==> config.mk <==
export PLATFORM = sky130hd
export DESIGN_NAME = branch_resolve_unit_flat
export DESIGN_NICKNAME = d
export VERILOG_FILES = /design/src/rtl/bru_pkg.sv /design/src/rtl/bru_if.sv /design/src/rtl/bru_pred_queue.sv /design/src/rtl/branch_resolve_unit.sv /design/src/flat_wrapper.sv
export SDC_FILE = /design/constraint.sdc
export NUM_CORES = 1
export LEC_CHECK = 0
export CAP_MARGIN = 25
export CORE_UTILIZATION = 51
export CTS_BUF_LIST = sky130_fd_sc_hd__clkbuf_8
export CTS_CLUSTER_SIZE = 20
export DETAILED_ROUTE_END_ITERATION = 7
export PLACE_DENSITY = 0.89
export SYNTH_ARGS = -nofsm -noshare
export SYNTH_HDL_FRONTEND = slang
export SYNTH_HIERARCHICAL = 1
export SYNTH_SLANG_ARGS = --single-unit
export TNS_END_PERCENT = 5
==> constraint.sdc <==
create_clock -name clk -period 2.65 [get_ports clk]
set_clock_uncertainty 0.1 [all_clocks]
set_input_delay 0.53 -clock clk [delete_from_list [all_inputs] [get_ports clk]]
set_output_delay 0.53 -clock clk [all_outputs]
set_load 0.005 [all_outputs]
==> src/rtl/bru_pkg.sv <==
// Shared state encoding, queue entry layout and default parameters for branch_resolve_unit.
package bru_pkg;

  localparam int BRU_PC_W         = 10;
  localparam int BRU_DEPTH        = 4;
  localparam int BRU_FLUSH_CYCLES = 2;

  typedef enum logic {
    RUN   = 1'b0,
    FLUSH = 1'b1
  } bru_state_e;

  // Reference layout at the default width; modules rebuild it locally at their own PC_W.
  typedef struct packed {
    logic [BRU_PC_W-1:0] pc;
    logic                taken;
    logic [BRU_PC_W-1:0] target;
  } bru_entry_t;

  function automatic int bruEntryWidth(input int pcW);
    return 2 * pcW + 1;
  endfunction

endpackage

==> src/rtl/bru_if.sv <==
// Decode/execute/predictor signal bundle for branch_resolve_unit.
// The stat_* counters exist only when BRU_STATS_EN is defined.
interface bru_if #(
  parameter int PC_W = bru_pkg::BRU_PC_W
);

  logic            pred_valid;
  logic            pred_taken;
  logic [PC_W-1:0] pred_pc;
  logic [PC_W-1:0] pred_target;
  logic            pred_ready;

  logic            res_valid;
  logic            res_taken;
  logic [PC_W-1:0] res_pc;

  logic            update_enable;
  logic            update_value;
  logic [PC_W-1:0] update_pc;

  logic            redirect_valid;
  logic [PC_W-1:0] redirect_pc;
  logic            flush;
  logic            protocol_err;

`ifdef BRU_STATS_EN
  logic [15:0]     stat_branches;
  logic [15:0]     stat_mispredicts;
`endif

  modport master (
    output pred_valid, pred_taken, pred_pc, pred_target,
    output res_valid, res_taken, res_pc,
    input  pred_ready, update_enable, update_value, update_pc,
    input  redirect_valid, redirect_pc, flush, protocol_err
`ifdef BRU_STATS_EN
    , input stat_branches, stat_mispredicts
`endif
  );

  modport slave (
    input  pred_valid, pred_taken, pred_pc, pred_target,
    input  res_valid, res_taken, res_pc,
    output pred_ready, update_enable, update_value, update_pc,
    output redirect_valid, redirect_pc, flush, protocol_err
`ifdef BRU_STATS_EN
    , output stat_branches, stat_mispredicts
`endif
  );

endinterface

==> src/rtl/bru_pred_queue.sv <==
// In-order queue of decode-stage predictions; clear wins over push and pop in the same cycle.
module bru_pred_queue #(
  parameter int ENTRY_W = 21,
  parameter int DEPTH   = 4
) (
  input  logic               clk,
  input  logic               reset,
  input  logic               push_i,
  input  logic [ENTRY_W-1:0] data_i,
  input  logic               pop_i,
  input  logic               clear_i,
  output logic               full_o,
  output logic               empty_o,
  output logic [ENTRY_W-1:0] head_o
);

  localparam int PTR_W = $clog2(DEPTH);
  localparam int CNT_W = PTR_W + 1;

  logic [ENTRY_W-1:0] mem_q [DEPTH];
  logic [PTR_W-1:0]   wrPtr_q, wrPtr_d;
  logic [PTR_W-1:0]   rdPtr_q, rdPtr_d;
  logic [CNT_W-1:0]   count_q, count_d;

  always_comb begin
    wrPtr_d = wrPtr_q;
    rdPtr_d = rdPtr_q;
    count_d = count_q;
    if (clear_i) begin
      wrPtr_d = '0;
      rdPtr_d = '0;
      count_d = '0;
    end else begin
      if (push_i) wrPtr_d = wrPtr_q + PTR_W'(1);
      if (pop_i)  rdPtr_d = rdPtr_q + PTR_W'(1);
      case ({push_i, pop_i})
        2'b10:   count_d = count_q + CNT_W'(1);
        2'b01:   count_d = count_q - CNT_W'(1);
        default: count_d = count_q;
      endcase
    end
  end

  always_ff @(posedge clk) begin
    if (reset) begin
      wrPtr_q <= '0;
      rdPtr_q <= '0;
      count_q <= '0;
    end else begin
      wrPtr_q <= wrPtr_d;
      rdPtr_q <= rdPtr_d;
      count_q <= count_d;
    end
  end

  always_ff @(posedge clk) begin
    if (push_i && !clear_i) mem_q[wrPtr_q] <= data_i;
  end

  assign full_o  = (count_q == CNT_W'(DEPTH));
  assign empty_o = (count_q == '0);
  assign head_o  = mem_q[rdPtr_q];

endmodule

==> src/rtl/branch_resolve_unit.sv <==
// Resolves queued branch predictions in Execute, drives predictor updates, redirects and flush.
// Optional saturating branch/mispredict counters are enabled with BRU_STATS_EN.
module branch_resolve_unit
  import bru_pkg::*;
#(
  parameter int PC_W         = BRU_PC_W,
  parameter int DEPTH        = BRU_DEPTH,
  parameter int FLUSH_CYCLES = BRU_FLUSH_CYCLES
) (
  input logic  clk,
  input logic  reset,
  bru_if.slave bus
);

  localparam int ENTRY_W = bruEntryWidth(PC_W);
  localparam int FC_W    = $clog2(FLUSH_CYCLES + 1);

  typedef struct packed {
    logic [PC_W-1:0] pc;
    logic            taken;
    logic [PC_W-1:0] target;
  } entry_t;

  bru_state_e      state_q, state_d;
  logic [FC_W-1:0] flushCnt_q, flushCnt_d;
  logic            updEn_q, updEn_d;
  logic            updVal_q, updVal_d;
  logic [PC_W-1:0] updPc_q, updPc_d;
  logic            redirValid_q, redirValid_d;
  logic [PC_W-1:0] redirPc_q, redirPc_d;
  logic            protoErr_q, protoErr_d;

  entry_t pushEntry;
  entry_t head;
  logic   qFull, qEmpty;
  logic   predReady, push, pop, clear;

  // No bypass: a full queue refuses a push even when the head pops this cycle.
  assign predReady = !reset && (state_q == RUN) && !qFull;
  assign push      = bus.pred_valid && predReady;
  assign pushEntry = '{pc: bus.pred_pc, taken: bus.pred_taken, target: bus.pred_target};

  bru_pred_queue #(
    .ENTRY_W (ENTRY_W),
    .DEPTH   (DEPTH)
  ) u_queue (
    .clk     (clk),
    .reset   (reset),
    .push_i  (push),
    .data_i  (pushEntry),
    .pop_i   (pop),
    .clear_i (clear),
    .full_o  (qFull),
    .empty_o (qEmpty),
    .head_o  (head)
  );

  always_comb begin
    state_d      = state_q;
    flushCnt_d   = flushCnt_q;
    updEn_d      = 1'b0;
    updVal_d     = 1'b0;
    updPc_d      = '0;
    redirValid_d = 1'b0;
    redirPc_d    = '0;
    protoErr_d   = protoErr_q;
    pop          = 1'b0;
    clear        = 1'b0;
    case (state_q)
      RUN: begin
        if (bus.res_valid) begin
          updEn_d  = 1'b1;
          updVal_d = bus.res_taken;
          updPc_d  = bus.res_pc;
          if (qEmpty) begin
            protoErr_d = 1'b1;
          end else begin
            pop = 1'b1;
            if (bus.res_pc != head.pc) protoErr_d = 1'b1;
            if (head.taken != bus.res_taken) begin
              clear        = 1'b1;
              redirValid_d = 1'b1;
              redirPc_d    = bus.res_taken ? head.target : head.pc + PC_W'(1);
              state_d      = FLUSH;
              flushCnt_d   = FC_W'(FLUSH_CYCLES);
            end
          end
        end
      end
      FLUSH: begin
        if (flushCnt_q == FC_W'(1)) begin
          state_d    = RUN;
          flushCnt_d = '0;
        end else begin
          flushCnt_d = flushCnt_q - FC_W'(1);
        end
      end
      default: state_d = RUN;
    endcase
  end

  always_ff @(posedge clk) begin
    if (reset) begin
      state_q      <= RUN;
      flushCnt_q   <= '0;
      updEn_q      <= 1'b0;
      updVal_q     <= 1'b0;
      updPc_q      <= '0;
      redirValid_q <= 1'b0;
      redirPc_q    <= '0;
      protoErr_q   <= 1'b0;
    end else begin
      state_q      <= state_d;
      flushCnt_q   <= flushCnt_d;
      updEn_q      <= updEn_d;
      updVal_q     <= updVal_d;
      updPc_q      <= updPc_d;
      redirValid_q <= redirValid_d;
      redirPc_q    <= redirPc_d;
      protoErr_q   <= protoErr_d;
    end
  end

  assign bus.pred_ready     = predReady;
  assign bus.update_enable  = updEn_q;
  assign bus.update_value   = updVal_q;
  assign bus.update_pc      = updPc_q;
  assign bus.redirect_valid = redirValid_q;
  assign bus.redirect_pc    = redirPc_q;
  assign bus.flush          = (state_q == FLUSH);
  assign bus.protocol_err   = protoErr_q;

`ifdef BRU_STATS_EN
  logic [15:0] statBr_q, statBr_d;
  logic [15:0] statMis_q, statMis_d;

  // Every RUN-state resolve yields exactly one update pulse, and every mispredict one redirect.
  always_comb begin
    statBr_d  = statBr_q;
    statMis_d = statMis_q;
    if (updEn_q && statBr_q != 16'hFFFF)       statBr_d  = statBr_q + 16'd1;
    if (redirValid_q && statMis_q != 16'hFFFF) statMis_d = statMis_q + 16'd1;
  end

  always_ff @(posedge clk) begin
    if (reset) begin
      statBr_q  <= '0;
      statMis_q <= '0;
    end else begin
      statBr_q  <= statBr_d;
      statMis_q <= statMis_d;
    end
  end

  assign bus.stat_branches    = statBr_q;
  assign bus.stat_mispredicts = statMis_q;
`endif

endmodule

==> src/flat_wrapper.sv <==
// flat-port wrapper written by rule: the top's interface ports become plain ports
module branch_resolve_unit_flat import bru_pkg::*;
#(
  parameter int PC_W         = BRU_PC_W,
  parameter int DEPTH        = BRU_DEPTH,
  parameter int FLUSH_CYCLES = BRU_FLUSH_CYCLES
)
  (clk, reset, bus_pred_valid, bus_pred_taken, bus_pred_pc, bus_pred_target, bus_res_valid, bus_res_taken, bus_res_pc, bus_pred_ready, bus_update_enable, bus_update_value, bus_update_pc, bus_redirect_valid, bus_redirect_pc, bus_flush, bus_protocol_err);
  bru_if #(.PC_W(PC_W)) bus_i ();
  input logic clk;
  input logic reset;
  input wire logic [$bits(bus_i.pred_valid)-1:0] bus_pred_valid;
  input wire logic [$bits(bus_i.pred_taken)-1:0] bus_pred_taken;
  input wire logic [$bits(bus_i.pred_pc)-1:0] bus_pred_pc;
  input wire logic [$bits(bus_i.pred_target)-1:0] bus_pred_target;
  input wire logic [$bits(bus_i.res_valid)-1:0] bus_res_valid;
  input wire logic [$bits(bus_i.res_taken)-1:0] bus_res_taken;
  input wire logic [$bits(bus_i.res_pc)-1:0] bus_res_pc;
  output wire logic [$bits(bus_i.pred_ready)-1:0] bus_pred_ready;
  output wire logic [$bits(bus_i.update_enable)-1:0] bus_update_enable;
  output wire logic [$bits(bus_i.update_value)-1:0] bus_update_value;
  output wire logic [$bits(bus_i.update_pc)-1:0] bus_update_pc;
  output wire logic [$bits(bus_i.redirect_valid)-1:0] bus_redirect_valid;
  output wire logic [$bits(bus_i.redirect_pc)-1:0] bus_redirect_pc;
  output wire logic [$bits(bus_i.flush)-1:0] bus_flush;
  output wire logic [$bits(bus_i.protocol_err)-1:0] bus_protocol_err;
  assign bus_i.pred_valid = bus_pred_valid;
  assign bus_i.pred_taken = bus_pred_taken;
  assign bus_i.pred_pc = bus_pred_pc;
  assign bus_i.pred_target = bus_pred_target;
  assign bus_i.res_valid = bus_res_valid;
  assign bus_i.res_taken = bus_res_taken;
  assign bus_i.res_pc = bus_res_pc;
  assign bus_pred_ready = bus_i.pred_ready;
  assign bus_update_enable = bus_i.update_enable;
  assign bus_update_value = bus_i.update_value;
  assign bus_update_pc = bus_i.update_pc;
  assign bus_redirect_valid = bus_i.redirect_valid;
  assign bus_redirect_pc = bus_i.redirect_pc;
  assign bus_flush = bus_i.flush;
  assign bus_protocol_err = bus_i.protocol_err;
  branch_resolve_unit #(.PC_W(PC_W), .DEPTH(DEPTH), .FLUSH_CYCLES(FLUSH_CYCLES)) u_core (.clk(clk), .reset(reset), .bus(bus_i));
endmodule
==> out/metrics.yaml <==
outcome: "complete, but fails checks"
violations: "DRC"
ys.flop_type: "edfxtp_1"
ctsResizeCount: 0
ctsLongestPathBuffers: 2
hp-class: "reg2reg"
switching_share_pct: 25.8
final_nets: 410
cp_num_buf_inv: 3
critPathMaxStageDelay_ns: 0.49
path_clk_slew_ns: 0.07
cpLargestDelayFamily: "buffers and inverters"
synth_compound_area_share_pct: 2.19
clock-sinks: 120
first_pass_iters: 7
grt_pass1_vias: 2657
syn_to_final_growth_pct: 26.5
synth_xor_area_share_pct: 4.64
p_int_mw: 3.65
via_per_inst: 5.36
critPathLaunch: "u_core/u_queue/count_q[0]"
total_power_mw: 4.92
cts_setup_buffers: 0
final_cell_mix: "edfxtp_1 (84), clkdlybuf4s50_1 (61), dfxtp_1 (36), nor2_1 (21)"
yosys_warnings: 6
power.share.clock_pct: 31.4
rows: 34
antenna_found_initial: 0
worstMarginPinSlew_ns: 0.421
antenna_cells: 0
seqPwrFrac_pct: 45.4
switchingPower_mw: 1.27
maxSlewViolCount: 0
maxCapViolCount: 0
worstSetupPathDepth: 5
reg2reg_slack_ns: 0.23
setup_tns_ns: 0
synth-adder-area-share_pct: 2.30
slew_headroom_pct: 71.7
ys_types: 37
cts_tree: "built"
grt_pass1_wl_mm: 13.9
wl_per_cell_microns: 17.7
hold_violations: 0
power_density_nw_per_um2: 830
numCtsBuffers: 17
gp_congestion: 0.764
cp-start-kind: "register"
setup_viol: 0
drt_iter0_markers: 175
track_usage_pct: 20.2
ys_seq_elements: 120
whs_ns: 0.412
peakVddDrop_mv: 0.372
die_area_sq_um: 9580
num_vias: 2610
post-route-drc-count: 7
mostFrequentLayoutCell: "edfxtp_1"
worstPathRequired_ns: 2.02
async_reset_ff_share_pct: 0
rr_worst_depth: 7
fillers: 576
clock.fmax_ghz: 0.404
die_y_microns: 97.9
slowest_stage: "clkdlybuf4s50_1"
finalCritPeriodShare_pct: 93.4
grt.overflow.total: 0
comb_power_share_pct: 23.3
die_w_microns: 97.9
cp_max_fo: 3
drt_wl_total_mm: 8.63
leakage_nw: 2.10
syn-num-nets: 325
yosys.area_share.simple_pct: 7.87
clk_latency_ns: 0.41
min_period_ns: 2.48
htreeDepth: 4
cp.arrival_ns: 1.85
initial_utilization_pct: 53.2
root_buffer: "clkbuf_8"
worstPathCellList: "inv_1, and3_1, nor3_1, buf_4, clkdlybuf4s50_1"
placed_area_sq_um: 5540
syn-cell-area_sq_um: 4690
utilization_pct: 67.3
r2r-end: "u_core/u_queue/mem_q[3][6]"
ctsHoldBuffers: 0
fin_area_sq_um: 5930
synth_edf_count: 84
synthMuxAreaShare_pct: 11.3
drive_above_1_share_pct: 17.9
rsz0062_at_grt: "no"
dp.final_hpwl_mm: 5.77
path_class: "reg2out"
synth_top_family_by_area: "multiplexers"
syn-instance-count: 281
core_sq_um: 8810
end_kind: "output pin"
synth-seq-area-share_pct: 69.2
grt_max_degree: 22
ant_nets: 0
io_buffer_count: 61
endpoint: "bus_pred_ready"
avgSynthCellArea_sq_um: 16.7
pin_count: 62
==> power groups by stage <==
| stage | registers (mW) | logic (mW) | clock network (mW) |
|---|---|---|---|
| after floorplan | 2.26 | 0.777 | 0 |
| after global placement | 2.26 | 1.11 | 0 |
| after detailed placement | 2.27 | 1.15 | 0 |
| after CTS | 2.23 | 1.16 | 1.57 |
| after global routing | 2.25 | 1.26 | 1.67 |
| final | 2.23 | 1.14 | 1.54 |
==> Yosys cell counts, types with 4 or more instances <==
cell,number,area share (%)
edfxtp_1,84,54
dfxtp_1,36,15
nor2_1,21,1.7
mux4_2,20,9.6
and2_1,16,2.1
xnor2_1,16,3.0
inv_1,10,0.80
ha_1,7,1.9
xor2_1,7,1.3
a21oi_1,5,0.53
clkbuf_1,5,0.40
o211a_1,5,1.1
buf_6,4,0.96
mux2i_1,4,0.85
nand2_1,4,0.32
or2b_1,4,0.64
==> metal layers <==
layer  track usage (%)  vias up  share of wire, %
li1                  -     1213                 -
met1              24.0     1259                39
met2              33.4      128                51
met3              5.87       10               8.2
met4              10.4        0               1.7
met5                 0        -                 0
==> per-stage QoR <==
stage / setup WS (ns) / cells
floorplan: 0.0507 / 281
global placement: 0.00812 / 455
detailed placement: -0.0571 / 455
CTS: 0.148 / 487
global route: 0.0206 / 487
finish: 0.175 / 487
==> cells by family after synthesis <==
family	count (synthesis)
muxes	26
DFF	120
adders and majority gates	8
xor gates and xnor gates	24
AOI/OAI and AO/OA	14
buffers and inverters	22
and+or+nand+nor	67
==> worst min path at each step <==
| stage | from | end | slack [ns] | cells past startpoint |
|---|---|---|---|---|
| global route | u_core/flushCnt_q[0] | u_core/flushCnt_q[0] | 0.42 | 2 |
| finish | u_core/flushCnt_q[0] | u_core/flushCnt_q[0] | 0.41 | 2 |
| global placement | u_core/u_queue/count_q[2] | u_core/u_queue/count_q[2] | 0.38 | 2 |
| CTS | u_core/bus.protocol_err | u_core/bus.protocol_err | 0.41 | 2 |
| floorplan | u_core/flushCnt_q[0] | u_core/flushCnt_q[0] | 0.37 | 2 |
| detailed placement | u_core/bus.protocol_err | u_core/bus.protocol_err | 0.40 | 2 |
==> registers in the layout (all words and copies together), names as in the netlist, named ones only <==
| name | cells |
|---|---|
| u_core/bus.redirect_pc | 10 |
| u_core/bus.redirect_valid | 1 |
| u_core/bus.update_value | 1 |
| u_core/u_queue/wrPtr_q | 2 |
| u_core/bus.flush | 1 |
| u_core/u_queue/count_q | 3 |
| u_core/flushCnt_q | 2 |
| u_core/bus.update_enable | 1 |
| u_core/u_queue/mem_q | 84 |
| u_core/u_queue/rdPtr_q | 2 |
| u_core/bus.update_pc | 10 |
| u_core/bus.protocol_err | 1 |
==> final cells by class <==
class | count | area, sq um | share of cell area [%]
multi-input combinational | 139 | 1330 | 22.3
clock buffer | 20 | 275 | 4.64
inverter | 11 | 46.3 | 0.781
clock inverter | 12 | 111 | 1.88
sequential | 120 | 3240 | 54.7
timing repair buffer | 77 | 793 | 13.4
tap | 108 | 135 | 2.28
==> worst reg2reg max path: cells and delay by family (launching register included) <==
| kind | cells | cell delay, ns |
|---|---|---|
| AND/OR/NAND/NOR | 4 | 0.71 |
| multiplexers | 1 | 0.54 |
| flip-flops | 1 | 0.39 |
| buffers and inverters | 1 | 0.21 |
| XOR/XNOR | 1 | 0.16 |
Note: power is estimated with default switching activity, not from simulation.
